$ cat config.mk
export PLATFORM = sky130hd
export DESIGN_NAME = reg_share_arbiter
export DESIGN_NICKNAME = d
export VERILOG_FILES = /design/src/rtl/reg_share_pkg.sv /design/src/rtl/rr_pick.sv /design/src/rtl/reg_share_arbiter.sv
export SDC_FILE = /design/constraint.sdc
export NUM_CORES = 1
export LEC_CHECK = 0
export BUFFER_PORTS_ARGS = -buffer_cell sky130_fd_sc_hd__buf_2
export CAP_MARGIN = 10
export CORE_MARGIN = 5
export CORE_UTILIZATION = 50
export DETAILED_ROUTE_END_ITERATION = 6
export GPL_ROUTABILITY_DRIVEN = 0
export PLACE_DENSITY = 0.83
export SYNTH_ARGS = -nofsm -noshare
export SYNTH_HDL_FRONTEND = slang
export SYNTH_SLANG_ARGS = --single-unit
$ cat constraint.sdc
create_clock -name clk -period 3.6 [get_ports clk]
set_clock_uncertainty 0.05 [all_clocks]
set_input_delay 0.72 -clock clk [delete_from_list [all_inputs] [get_ports clk]]
set_output_delay 0.72 -clock clk [all_outputs]
set_load 0.005 [all_outputs]
$ cat src/rtl/reg_share_pkg.sv
// Shared types and default constants for the register-sharing arbiter.
package reg_share_pkg;

  typedef enum logic [0:0] {
    StIdle,
    StHold
  } state_e;

  localparam int unsigned NREQ_DEF  = 4;
  localparam int unsigned WIDTH_DEF = 8;
  localparam int unsigned HOLD_DEF  = 2;
  localparam int unsigned CNT_W     = 4;

endpackage

$ cat src/rtl/rr_pick.sv
// Rotate-priority search: first asserted request strictly after ptr, wrapping modulo NREQ.
module rr_pick
  import reg_share_pkg::*;
#(
  parameter  int unsigned NREQ = NREQ_DEF,
  localparam int unsigned IdxW = $clog2(NREQ)
) (
  input  logic [NREQ-1:0] req,
  input  logic [IdxW-1:0] ptr,
  output logic [IdxW-1:0] winner,
  output logic            valid
);

  logic [IdxW-1:0] idx;

  // Scan farthest offset first so the nearest hit after ptr overwrites the rest.
  always_comb begin
    winner = '0;
    valid  = 1'b0;
    idx    = '0;
    for (int k = NREQ; k >= 1; k--) begin
      idx = IdxW'((32'(ptr) + 32'(k)) % NREQ);
      if (req[idx]) begin
        winner = idx;
        valid  = 1'b1;
      end
    end
  end

endmodule

$ cat src/rtl/reg_share_arbiter.sv
// Round-robin arbiter granting one requester timed write access to a shared register.
// Define REG_SHARE_LOCK_EN to add a lock input that extends a grant past its hold time.
module reg_share_arbiter
  import reg_share_pkg::*;
#(
  parameter int unsigned NREQ  = NREQ_DEF,
  parameter int unsigned WIDTH = WIDTH_DEF,
  parameter int unsigned HOLD  = HOLD_DEF
) (
  input  logic                  clk,
  input  logic                  reset,
  input  logic [NREQ-1:0]       req,
  input  logic [NREQ*WIDTH-1:0] wr_data,
`ifdef REG_SHARE_LOCK_EN
  input  logic                  lock,
`endif
  output logic [NREQ-1:0]       gnt,
  output logic [WIDTH-1:0]      q,
  output logic [WIDTH-1:0]      qb,
  output logic                  busy
);

  localparam int unsigned IdxW = $clog2(NREQ);

  state_e           state_q;
  logic [IdxW-1:0]  ptr_q;
  logic [CNT_W-1:0] cnt_q;
  logic [IdxW-1:0]  winner;
  logic             valid;
  logic [WIDTH-1:0] win_data;
  logic             lock_hold;

`ifdef REG_SHARE_LOCK_EN
  assign lock_hold = lock;
`else
  assign lock_hold = 1'b0;
`endif

  rr_pick #(
    .NREQ(NREQ)
  ) u_rr_pick (
    .req   (req),
    .ptr   (ptr_q),
    .winner(winner),
    .valid (valid)
  );

  always_comb begin
    win_data = '0;
    for (int i = 0; i < NREQ; i++) begin
      if (winner == IdxW'(i)) begin
        win_data = wr_data[i*WIDTH +: WIDTH];
      end
    end
  end

  // Arbitration only happens from idle, which guarantees a gap cycle between grants.
  always_ff @(posedge clk) begin
    if (!reset) begin
      state_q <= StIdle;
      gnt     <= '0;
      busy    <= 1'b0;
      q       <= '0;
      cnt_q   <= '0;
      ptr_q   <= IdxW'(NREQ - 1);
    end else begin
      case (state_q)
        StIdle: begin
          if (valid) begin
            gnt     <= NREQ'(1) << winner;
            q       <= win_data;
            ptr_q   <= winner;
            cnt_q   <= CNT_W'(HOLD - 1);
            busy    <= 1'b1;
            state_q <= StHold;
          end
        end
        StHold: begin
          if (!req[ptr_q]) begin
            gnt     <= '0;
            busy    <= 1'b0;
            state_q <= StIdle;
          end else if (cnt_q != '0) begin
            cnt_q <= cnt_q - 1'b1;
          end else if (!lock_hold) begin
            gnt     <= '0;
            busy    <= 1'b0;
            state_q <= StIdle;
          end
        end
        default: begin
          gnt     <= '0;
          busy    <= 1'b0;
          state_q <= StIdle;
        end
      endcase
    end
  end

  assign qb = ~q;

  gnt_onehot_a : assert property (@(posedge clk) $onehot0(gnt));
  busy_gnt_a   : assert property (@(posedge clk) busy == (gnt != '0));

endmodule
======== Word level (Yosys, flattened, before mapping) ========
Index checks and enable logic that the tools add are counted.
word-level totals
  output and inout bits ................... 21
  register bits ........................... 20
  input port bits ......................... 38
  logic and storage cells ................. 69
operators by class
  $lt $le $gt $ge ......................... 5
  mux-type cells .......................... 38
  shift operators ......................... 1
  reductions and logical operators ........ 5
  eq/ne operators ......................... 7
  bitwise operators ....................... 2
  $add $sub $neg .......................... 5
operators with widths
  operator                                                                       number
  8-bit two-way mux                                                              4
  4-bit two-way mux                                                              6
  4-bit one-hot mux with 2 select lines                                          2
  2-bit by 3-bit less-than comparator with 1-bit output (second input constant)  5
  1-bit two-way mux                                                              15
  1-bit binary-select mux with 2-bit select                                      5
  2-bit two-way mux                                                              4
  8-bit inverter                                                                 1
  2-bit by 1-bit inequality test with 1-bit output (second input constant)       3
  2-bit by 1-bit adder with 2-bit output (second input constant)                 2
  2-bit adder (second input constant)                                            2
  2-bit equality test (second input constant)                                    2
  1-bit one-hot mux with 2 select lines                                          2
  2-bit AND reduction                                                            2
  4-bit nonzero test                                                             1
  1-bit by 2-bit << shifter with 4-bit output (first input constant)             1
  4-bit by 1-bit subtractor with 4-bit output (second input constant)            1
  3-bit inequality test (second input constant)                                  1
  3-bit AND reduction                                                            1
  2-bit by 1-bit equality test with 1-bit output (second input constant)         1
  2-bit zero test                                                                1
  1-bit inverter                                                                 1

======== Longest topological paths before layout ========
Gate-level depths: netlist of the first run.
  depth after elaboration ................. 12
  depth in mapped cells ................... 7
  depth with buffers taken out ............ 7

======== By module ========
From an unflattened synthesis of the first run, not the netlist that was laid out.
second synthesis, totals
  cell total of the unflattened synthesis .. 138
  area, all modules ....................... 1,199.9 µm²
modules (own cells, without submodules)
  module             seq. area each (µm²)  area each (µm²)  instances  cells each
  reg_share_arbiter  400.4                 1,108.6          1          124
  rr_pick            0.0                   91.3             1          14

======== Worst setup path after synthesis of the first run ========
OpenSTA, ideal clock, no wires.
  kind .................................... input port to flip-flop
  start point ............................. in req[0]
  end point ............................... reg q[1]
  data arrival time ....................... 1.914 ns
  library setup time ...................... 0.130 ns
  slack ................................... 1.506 ns
  data required time ...................... 3.420 ns
  buffers on the path ..................... 1
  stages .................................. 6
  cells stage by stage .................... or4_1 nand2b_1 buf_2 nor3_1 mux2i_1 o211ai_1
between the ends
  word-level cells in the longest chain between the ends .. 11
  elaborated cells on any way between the ends .. 25
  classes of those cells .................. eq/ne (3); mux (20); reduce/logical (2)
ends and longest elaborated chain
  what                                       line                     text
  start: declaration                         reg_share_arbiter.sv:12  input logic [NREQ-1:0] req,
  1-bit binary-select mux with 2-bit select  rr_pick.sv:23            if (req[idx]) begin
  1-bit two-way mux (not written as such)    rr_pick.sv:23
  2-bit two-way mux (4 in series)            rr_pick.sv:23
  2-bit zero test                            reg_share_arbiter.sv:51  if (winner == IdxW'(i)) begin
  8-bit two-way mux (4 in series)            reg_share_arbiter.sv:51
  end signal: assignment                     reg_share_arbiter.sv:71  q <= win_data;
  end: declaration                           reg_share_arbiter.sv:18  output logic [WIDTH-1:0] q,
Parallel ways exist; a longest one is shown, timed or not. The select of a mux whose other input is x is not followed.
A chain may end at the register's enable or synchronous reset.

======== Worst setup path after layout of the first run ========
  start point ............................. in req[0]
  end point ............................... reg q[3]
The elaborated chain is that of the path after synthesis.

==> summary.txt, run 1 <==
Route
  • Detail Route Antenna Nets: 0
  • DR vias/cell: between 5 and 6
  • WL/cell: about 14 um
  • Via count: 1330
  • Final wirelength: about 3300 um
  • DRC: 0
  • First DRT Iteration DRCs: 50
  • DRT Pass-1 Iters: 4

Cells and area
  • # fillers: roughly 210
  • Fin area: between 0.0015 and 0.002 sq mm
  • Most common cell after layout, fill and taps aside: buf_2
  • Area Growth Syn to Fin: 24.95%
  • Most frequent cells in the layout: 58 x buf_2, 20 x dfxtp_1, 18 x nand2_1
  • # nets final: ~250
  • # diodes: 0
  • Ratio of cells with drive above 1 in the final layout: between 30% and 40%

Timing
  • Setup TNS: 0 ns
  • Fin crit share: about 58%
  • Max-slew violations: 0
  • Unrepaired setup endpoints after global routing: false
  • Tmin final: ~2.1 ns
  • Fmax: ~480 MHz
  • Final worst setup slack: 1.501 ns
  • # setup viols final: 0
  • Worst relative slew slack: between 60 and 70%
  • Tightest Pin Transition: between 0.5 and 0.6 ns
  • Final Hold Fails: 0
  • Hold_ws: approximately 0.47 ns

Clock network
  • CTS buffer count: 3
  • CTS root buffer: clkbuf_4
  • H-tree levels: 1
  • # clock sinks: 20
  • CTS tree: built
  • Hold buffer count at CTS: 0
  • # Post-CTS Setup Buffers: 0
  • Maximum clock insertion buffer count: 2
  • Worst-path clk slew: 0.10 ns
  • Clk_lat worst skew: 0.29 ns
  • Post-cts sizing count: 0

Worst setup path
  • Cells along the critical path: buf_2 -> or4_1 -> nand2b_1 -> buf_4 -> nor3_1 -> mux2i_1 -> o211ai_1
  • Worst setup SP type: primary input
  • Worst setup EP type: flip-flop
  • Critical Path RT: approximately 3.7 ns
  • Crit-path max FO: 31
  • Crit path arrival time: about 2.2 ns
  • Crit Path Category: primary input to flip-flop
  • Crit-path max cell delay: 0.57 ns
  • CP max-delay cell: or4_1

Die
  • Initial Util: between 50% and 60%
  • Die W: 60.57 um
  • IO Count: 59
  • Die height: slightly above 60 um
  • # rows: 18
  • Core area: ~0.0025 sq mm
  • Die area: 0.003669 sq mm

Synth
  • Syn Nets: 197
  • Synth Instances: between 150 and 200
  • Seq cells post-synth: 20
  • Sequential area share after synthesis: a little under a third
  • Largest family of logic cells by synthesized area: simple AND/OR/NAND/NOR gates
  • Avg Cell Area, Syn: 8.145 sq um
  • Post-Synth Adder-Cell Area: a little under 2%
  • Cell variety after synth: 31
  • Synthesized area: 0.001279 sq mm
  • Mux contribution to synthesized area: ~14%
  • Post-Synth Simple-Gate Area: 23.29%
  • Xor/xnor share of the synthesized area: around 1.4%
  • YS warnings: 0
  • Compound-Gate Fraction of Synth Area: approximately 19%

Placement
  • Dpl ws: approximately 1.2 ns
  • Hpwl dp: about 2500 um
  • I/O Buffers: between 50 and 60
  • Placed cell area: approximately 0.0016 sq mm

Global route
  • Gr usage total: ~18%
  • Largest net degree at the start of global routing: 35
  • First-pass GRT wire length: 5078 um
  • Grt ovf: 0
  • Vias in the first global route: between 1k and 1.5k
  • Initial antenna violation count: 0

Pwr
  • Total Power: between 0.5 and 0.6 mW
  • Max rail drop VDD: between 200 and 300 uV
  • PD cells: 375.4 mW/mm^2
  • Lkg Pwr: roughly 0.76 nW

Status
  • Outcome: finished clean

Job
  • MaxCap Viol Count: 0

Min path
  • Hold/Removal Path Class: flip-flop to flip-flop
## final timing paths
check	end	start	slack, ns	cells past startpoint
min reg2reg	q[5]	q[5]	0.47	2
min	q[5]	q[5]	0.47	2
max	q[3]	req[0]	1.50	7
max reg2reg	gnt[0]	ptr_q[0]	1.64	5
## worst max-delay path: cells and delay by family
family / cells / cell delay, ns
compound gates: 1 / 0.10
simple gates: 3 / 0.80
mux: 1 / 0.18
buf+inv: 2 / 0.42
## per-layer routing
metal	vias up	part of all wire (%)	wire length, um	track usage [%]
met5	-	0	0	0
met2	51	49	1611	32.37
li1	667	-	-	-
met4	0	0.76	25	5.573
met3	4	9.7	316	3.617
met1	608	40	1314	21.73
## cell type report
| class | count | area [sq um] | area share, % |
|---|---|---|---|
| Clock buffer | 3 | 22.52 | 1.410 |
| Inverter | 14 | 52.55 | 3.289 |
| Multi-Input combinational cell | 112 | 772.0 | 48.32 |
| Sequential cell | 20 | 400.4 | 25.06 |
| Tap cell | 30 | 37.54 | 2.349 |
| Timing Repair Buffer | 61 | 312.8 | 19.58 |
## cell families after synthesis
logic type | after synthesis
XOR/XNOR | 2
buffers and inverters | 25
multiplexers | 17
adder cells (fa/ha/maj) | 2
flip-flops | 20
AND/OR/NAND/NOR | 61
AO/OA/AOI/OAI | 30
## stage by stage
step	instances	util, %
floorplan	157	-
global placement	237	64.17
detailed placement	237	64.17
CTS	240	65.09
global route	240	65.09
finish	240	65.09
## synthesized netlist by cell type
library cell | number | area [sq um]
a21o_1 | 2 | 15.01
o311ai_4 | 1 | 26.28
a22oi_1 | 4 | 30.03
or4_1 | 1 | 7.510
o21ai_1 | 1 | 5.000
a211oi_1 | 3 | 22.52
ha_1 | 2 | 25.02
nor3_1 | 14 | 70.07
a2111oi_4 | 1 | 27.53
nand3_1 | 11 | 55.05
o211a_1 | 1 | 10.01
mux4_2 | 1 | 22.52
xnor2_1 | 2 | 17.52
nor2_1 | 4 | 15.01
o211ai_1 | 8 | 60.06
a21boi_0 | 2 | 15.01
buf_2 | 4 | 20.02
buf_4 | 2 | 15.01
nand2_1 | 18 | 67.56
nor2b_1 | 7 | 43.79
o21ai_0 | 3 | 15.01
nand3b_1 | 1 | 7.510
mux2i_1 | 16 | 160.2
a31oi_1 | 1 | 6.260
nand2b_1 | 3 | 18.77
a21oi_1 | 2 | 10.01
inv_1 | 14 | 52.55
clkbuf_1 | 5 | 18.77
o22ai_1 | 1 | 6.260
dfxtp_1 | 20 | 400.4
and2_1 | 2 | 12.51
## report_power, final
group	total (mW)	internal [mW]	switching [mW]	leakage, nW
sequential	0.275	0.249	0.0256	0.165
clock	0.102	0.0390	0.0631	0.0138
combinational	0.223	0.106	0.116	0.576
## flip-flops by register name (all words and copies together), names as in the netlist
signal   flops
ptr_q        2
q            8
cnt_q        4
state_q      1
gnt          4
busy         1
Note: power is estimated with default switching activity, not from simulation.
==> inputs of run 2 (changes only) <==
CORE_UTILIZATION = 42   (was 50)
PLACE_DENSITY = 0.74   (was 0.83)
clock period = 1.79 ns   (was 3.6 ns; I/O delays follow)
==> run 2 against run 1 <==
Sequential share of layout area is 2.6 points lower. Register-to-register slack got worse by 1.5 ns. Worst setup slack got worse by 1.4 ns. Combinational power is 130% higher. Clock power increased to 3.6 times the previous value. Largest cell class unchanged. Highest routed layer unchanged.
==> summary.txt, run 2 (synthesis gave the netlist of run 1 again) <==
Timing
  • Tightest Pin Transition: 0.4480 ns (-0.1066 ns)
  • Tmin final: 1.680 ns
  • Max-slew violations: 0 (unchanged)
  • Fmax: ~600 MHz
  • Worst relative slew slack: 70.14% (+7.1 points)
  • Final worst setup slack: 0.1105 ns (-1.391 ns)
  • Unrepaired setup endpoints after global routing: false
  • Fin crit share: a little over nine tenths
  • Final Hold Fails: 0 (unchanged)
  • Setup TNS: 0 ns (unchanged)
  • # setup viols final: 0 (unchanged)

Worst setup path
  • Reg-to-Reg Start: ptr_q[0]
  • Reg2Reg Depth: 6 (+1)
  • Worst setup EP type: flip-flop
  • RR Endpoint: cnt_q[3]
  • Worst setup SP type: flip-flop
  • Crit Path Category: flip-flop to flip-flop
  • Crit path arrival time: 1.83 ns (-0.40 ns)
  • Crit-path max FO: 3 (-90%)
  • Critical Path Source: ptr_q[0]
  • Critical Path RT: 1.94 ns (-1.79 ns)
  • Setup slack, reg-to-reg: 0.11 ns (-1.53 ns)

Clock network
  • # Post-CTS Setup Buffers: 0 (unchanged)
  • CTS root buffer: clkbuf_4
  • CTS buffer count: 3 (unchanged)
  • Worst-path clk slew: 0.11 ns (about the same)
  • # clock sinks: 20 (unchanged)
  • Hold buffer count at CTS: 0 (unchanged)
  • Maximum clock insertion buffer count: 2 (unchanged)
  • CTS tree: built
  • Post-cts sizing count: 0 (unchanged)
  • H-tree levels: 1 (unchanged)
  • Clk_lat worst skew: 0.30 ns (about the same)

Route
  • Final wirelength: 3237 um (-0.95%)
  • DRC: 0 (unchanged)
  • Via count: 1326 (-0.30%)
  • Detail Route Antenna Nets: 0 (unchanged)
  • DR vias/cell: 5.100 (-8.0%)
  • First DRT Iteration DRCs: 44 (-12%)
  • DRT Pass-1 Iters: 4 (unchanged)
  • WL/cell: 12.45 um (-8.6%)

Global route
  • Grt ovf: 0 (unchanged)
  • Initial antenna violation count: 0 (unchanged)
  • Vias in the first global route: 1281 (+4.1%)
  • Gr usage total: 16.10% (-2.0 points)
  • First-pass GRT wire length: 5540 um (+9.1%)
  • Largest net degree at the start of global routing: 30 (-14%)

Min path
  • WHS Endpoint: q[3]
  • Min-Delay Path Depth: 3 (+1)
  • Hold/Removal Path Class: primary input to flip-flop
  • Worst hold start: wr_data[19]

Cells and area
  • # diodes: 0 (unchanged)
  • Reg with most FFs: q
  • Max reg flops: 8 (unchanged)
  • Ratio of cells with drive above 1 in the final layout: 38.77% (+6.9 points)
  • Post-Layout Cell Count: 260 (+8.3%)
  • Area Growth Syn to Fin: 40.51%
  • Most frequent cells in the layout: 58 x buf_2, 18 x nand2_1, 17 x dfxtp_1
  • Most common cell after layout, fill and taps aside: buf_2
  • # nets final: 268 (+6.3%)
  • Fin area: 0.001797 sq mm (+12%)
  • Largest regs: q x8, cnt_q x4, gnt x4

Die
  • Core area: 0.002978 sq mm (+21%)
  • Die W: 65.18 um (+7.6%)
  • Initial Util: 42.94% (-9.1 points)
  • # rows: 20 (+2)
  • IO Count: 59 (unchanged)
  • Die area: 0.004248 sq mm (+16%)
  • Die height: 65.18 um (+7.6%)

Placement
  • Hpwl dp: 2543 um (+3.1%)
  • DP Cell Count: 256 (+8.0%)
  • Dpl ws: -0.1168 ns (-1.339 ns)
  • I/O Buffers: 58 (unchanged)
  • Placed cell area: 0.001737 sq mm (+10%)

Job
  • MaxCap Viol Count: 0 (unchanged)

Pwr
  • PD cells: 798.5 mW/mm^2 (+110%)
  • Total Power: 1.435 mW (+140%)
  • Max rail drop VDD: 325.4 uV (+28%)
  • Lkg Pwr: 0.8600 nW (+14%)

Status
  • Outcome: finished clean
run 2: cell types whose count changed in the layout (fill, tap and decap cells not counted):
cell / change
buf_12: +3
buf_4: +13
bufinv_16: +1
dfxtp_1: -3
dfxtp_2: +3
o21ai_1: -1
o21ai_2: +1
run 2: final cells by class:
class                           instances  area, sq um
Clock buffer                            3        22.52
Clock inverter                          1        30.03
Fill cell                             286         1181
Inverter                               14        52.55
Multi-Input combinational cell        112        775.7
Sequential cell                        20        404.1
Tap cell                               33        41.29
Timing Repair Buffer                   77        470.5
run 2: worst max path at each step:
stage / end / slack, ns / depth (start not counted)
finish: cnt_q[3] / 0.11 / 6
global route: cnt_q[1] / 0.03 / 7
CTS: cnt_q[3] / 0.04 / 6
detailed placement: gnt[3] / -0.12 / 7
global placement: gnt[3] / -0.09 / 7
floorplan: q[1] / 0.06 / 6
run 2: stage by stage:
stage / hold slack [ns] / util, %
CTS: 0.2984 / 60.08
global route: 0.3037 / 60.34
detailed placement: 0.4582 / 58.32
global placement: 0.4494 / 58.32
finish: 0.3047 / 60.34
floorplan: 0.4537 / -
run 2: routing by layer:
layer	global-route usage, %	wire length [um]	up-vias
li1	-	-	694
met1	21.31	1411	577
met2	25.41	1480	51
met3	4.615	308	4
met4	4.663	37	0
met5	0	0	-
run 2: worst max-delay path, stage by stage (launching register included):
cell       delay [ns]
dfxtp_2          0.35
mux4_2           0.37
o311ai_4         0.14
buf_12           0.16
a2111oi_4        0.30
xnor2_1          0.17
nor2_1           0.06
run 2: report_power, final:
| part | switching (mW) | internal [mW] |
|---|---|---|
| logic | 0.246 | 0.273 |
| clock network | 0.139 | 0.226 |
| registers | 0.0471 | 0.503 |
==> inputs of run 3 (changes only) <==
==> constraint.sdc (replaced) <==
create_clock -name clk -period 1.79 [get_ports clk]
set_clock_uncertainty 0.05 [all_clocks]
set_input_delay 0.179 -clock clk [delete_from_list [all_inputs] [get_ports clk]]
set_output_delay 0.179 -clock clk [all_outputs]
set_load 0.005 [all_outputs]
==> run 3 against run 2 <==
First-iteration DRC count decreased by 6.8%. Sequential share of layout area increased by 0.89 points. Worst setup slack improved by 0.037 ns. Global-route usage is 1.1 points lower. Utilization down 2.5 points. Critical endpoint is now gnt[2]. Highest routed layer unchanged.
==> summary.txt, run 3 (synthesis gave the netlist of run 1 again) <==
Die
  • Die area: 0.004248 sq mm (unchanged)
  • Core area: 0.002978 sq mm (unchanged)
  • Die height: 65.18 um (unchanged)
  • IO Count: 59 (unchanged)
  • # rows: 20 (unchanged)
  • Die W: 65.18 um (unchanged)
  • Initial Util: 42.94% (unchanged)

Clock network
  • Hold buffer count at CTS: 0 (unchanged)
  • CTS root buffer: clkbuf_4
  • CTS tree: built
  • Worst-path clk slew: 0.12 ns (about the same)
  • Post-cts sizing count: 0 (unchanged)
  • H-tree levels: 1 (unchanged)
  • # clock sinks: 20 (unchanged)
  • CTS buffer count: 3 (unchanged)
  • Clk_lat worst skew: 0.30 ns (about the same)
  • Maximum clock insertion buffer count: 2 (unchanged)
  • # Post-CTS Setup Buffers: 0 (unchanged)

Cells and area
  • Max reg flops: 8 (unchanged)
  • # diodes: 0 (unchanged)
  • Fin area: 0.001723 sq mm (-4.1%)
  • Most frequent cells in the layout: 58 x buf_2, 18 x nand2_1, 18 x dfxtp_1
  • Ratio of cells with drive above 1 in the final layout: 36.41% (-2.4 points)
  • Post-Layout Cell Count: 250 (-3.8%)
  • # fillers: 264 (-7.7%)
  • Reg with most FFs: q
  • Fin util: 57.86% (-2.5 points)
  • Area Growth Syn to Fin: 34.74%
  • # nets final: 258 (-3.7%)
  • Most common cell after layout, fill and taps aside: buf_2
  • Largest regs: q x8, cnt_q x4, gnt x4

Route
  • DRT Pass-1 Iters: 4 (unchanged)
  • DRC: 0 (unchanged)
  • Final wirelength: 3065 um (-5.3%)
  • DR vias/cell: 5.140 (+0.78%)
  • First DRT Iteration DRCs: 41 (-6.8%)
  • Via count: 1285 (-3.1%)
  • WL/cell: 12.26 um (-1.5%)
  • Detail Route Antenna Nets: 0 (unchanged)

Worst setup path
  • Worst setup SP type: flip-flop
  • Critical Path Source: ptr_q[0]
  • Setup slack, reg-to-reg: 0.15 ns (+0.04 ns)
  • Reg2Reg Depth: 5 (-1)
  • Critical Path RT: 1.95 ns (about the same)
  • Crit Path Category: flip-flop to flip-flop
  • RR Endpoint: gnt[2]
  • Worst setup EP type: flip-flop
  • Reg-to-Reg Start: ptr_q[0]
  • Crit path arrival time: 1.80 ns (-0.03 ns)
  • Setup crit end: gnt[2]
  • Crit-path max FO: 5 (+2)

Placement
  • Placed cell area: 0.001649 sq mm (-5.0%)
  • DP Cell Count: 246 (-3.9%)
  • I/O Buffers: 58 (unchanged)
  • Hpwl dp: 2408 um (-5.3%)

Global route
  • Gr usage total: 15.04% (-1.1 points)
  • Largest net degree at the start of global routing: 30 (unchanged)
  • First-pass GRT wire length: 5181 um (-6.5%)
  • Grt ovf: 0 (unchanged)
  • Initial antenna violation count: 0 (unchanged)
  • Vias in the first global route: 1184 (-7.6%)

Pwr
  • Clk pwr share: 26.1% (+0.7 points)
  • Comb power frac: 34.7% (-1.5 points)
  • PD cells: 816.9 mW/mm^2 (+2.3%)
  • Lkg Pwr: 0.8102 nW (-5.8%)
  • Max rail drop VDD: 331.8 uV (+2.0%)
  • Switching share of power: 30.51% (+0.41 points)
  • Int Pwr: 0.9781 mW (-2.5%)
  • Sw Pwr: 0.4294 mW (-0.58%)
  • Reg power frac: 39.2% (+0.8 points)

Status
  • Outcome: finished clean

Timing
  • Fin crit share: 91.74% (-2.1 points)
  • Fmax: 608.9 MHz (+2.3%)
  • Unrepaired setup endpoints after global routing: false
  • Final Hold Fails: 0 (unchanged)
  • Tmin final: 1.642 ns (-0.03735 ns)
  • Max-slew violations: 0 (unchanged)
  • # setup viols final: 0 (unchanged)
  • Worst relative slew slack: 74.40% (+4.3 points)
  • Tightest Pin Transition: 0.3831 ns (-0.06487 ns)
  • Setup TNS: 0 ns (unchanged)

Job
  • MaxCap Viol Count: 0 (unchanged)

Min path
  • Hold/Removal Path Class: primary input to flip-flop
## run 3: area by class of cell
cell class                      instances  area (sq um)  share of cell area [%]
Tap cell                               33         41.29                   2.397
Clock inverter                          1         30.03                   1.743
Inverter                               14         52.55                   3.050
Clock buffer                            3         22.52                   1.307
Timing Repair Buffer                   67         386.6                   22.44
Multi-Input combinational cell        112         787.0                   45.68
Sequential cell                        20         402.9                   23.38
## run 3: power groups by stage
| stage | Combinational [mW] | Sequential, mW | Clock, mW |
|---|---|---|---|
| detailed placement | 0.482 | 0.559 | 0 |
| floorplan | 0.291 | 0.554 | 0 |
| global route | 0.543 | 0.562 | 0.388 |
| finish | 0.488 | 0.552 | 0.367 |
| global placement | 0.476 | 0.560 | 0 |
| CTS | 0.484 | 0.551 | 0.374 |
## run 3: worst max-delay path: stages, from the launching register on
cell and delay [ns]:
dfxtp_1 0.37, mux4_2 0.55, o311ai_4 0.15, o21ai_2 0.16, a22oi_1 0.21, nor2b_1 0.06
## run 3: worst min-delay path by stage
stage | endpoint | depth (start not counted) | from | slack [ns]
2_1_floorplan | q[1] | 2 | wr_data[17] | 0.34
3_3_place_gp | q[5] | 3 | wr_data[21] | 0.43
3_5_place_dp | q[3] | 3 | wr_data[19] | 0.44
4_1_cts | q[3] | 3 | wr_data[19] | 0.12
5_1_grt | q[4] | 3 | wr_data[20] | 0.13
6_report | q[3] | 3 | wr_data[19] | 0.12
## run 3: layer usage
metal	GRT usage (%)	up-vias	part of all wire [%]	wire length, um
met4	3.886	0	0.55	17
li1	-	677	-	-
met2	24.02	59	42	1291
met5	0	-	0	0
met1	19.89	547	47	1428
met3	4.274	2	11	329
## run 3: metrics by stage
stage	total power, mW	setup WS (ns)	hold WS [ns]
after detailed placement	1.042	0.05470	0.4421
after CTS	1.408	0.05472	0.1184
after global routing	1.493	0.01125	0.1277
after global placement	1.036	0.06615	0.4346
after floorplan	0.8454	0.06048	0.3412
final	1.407	0.1478	0.1157
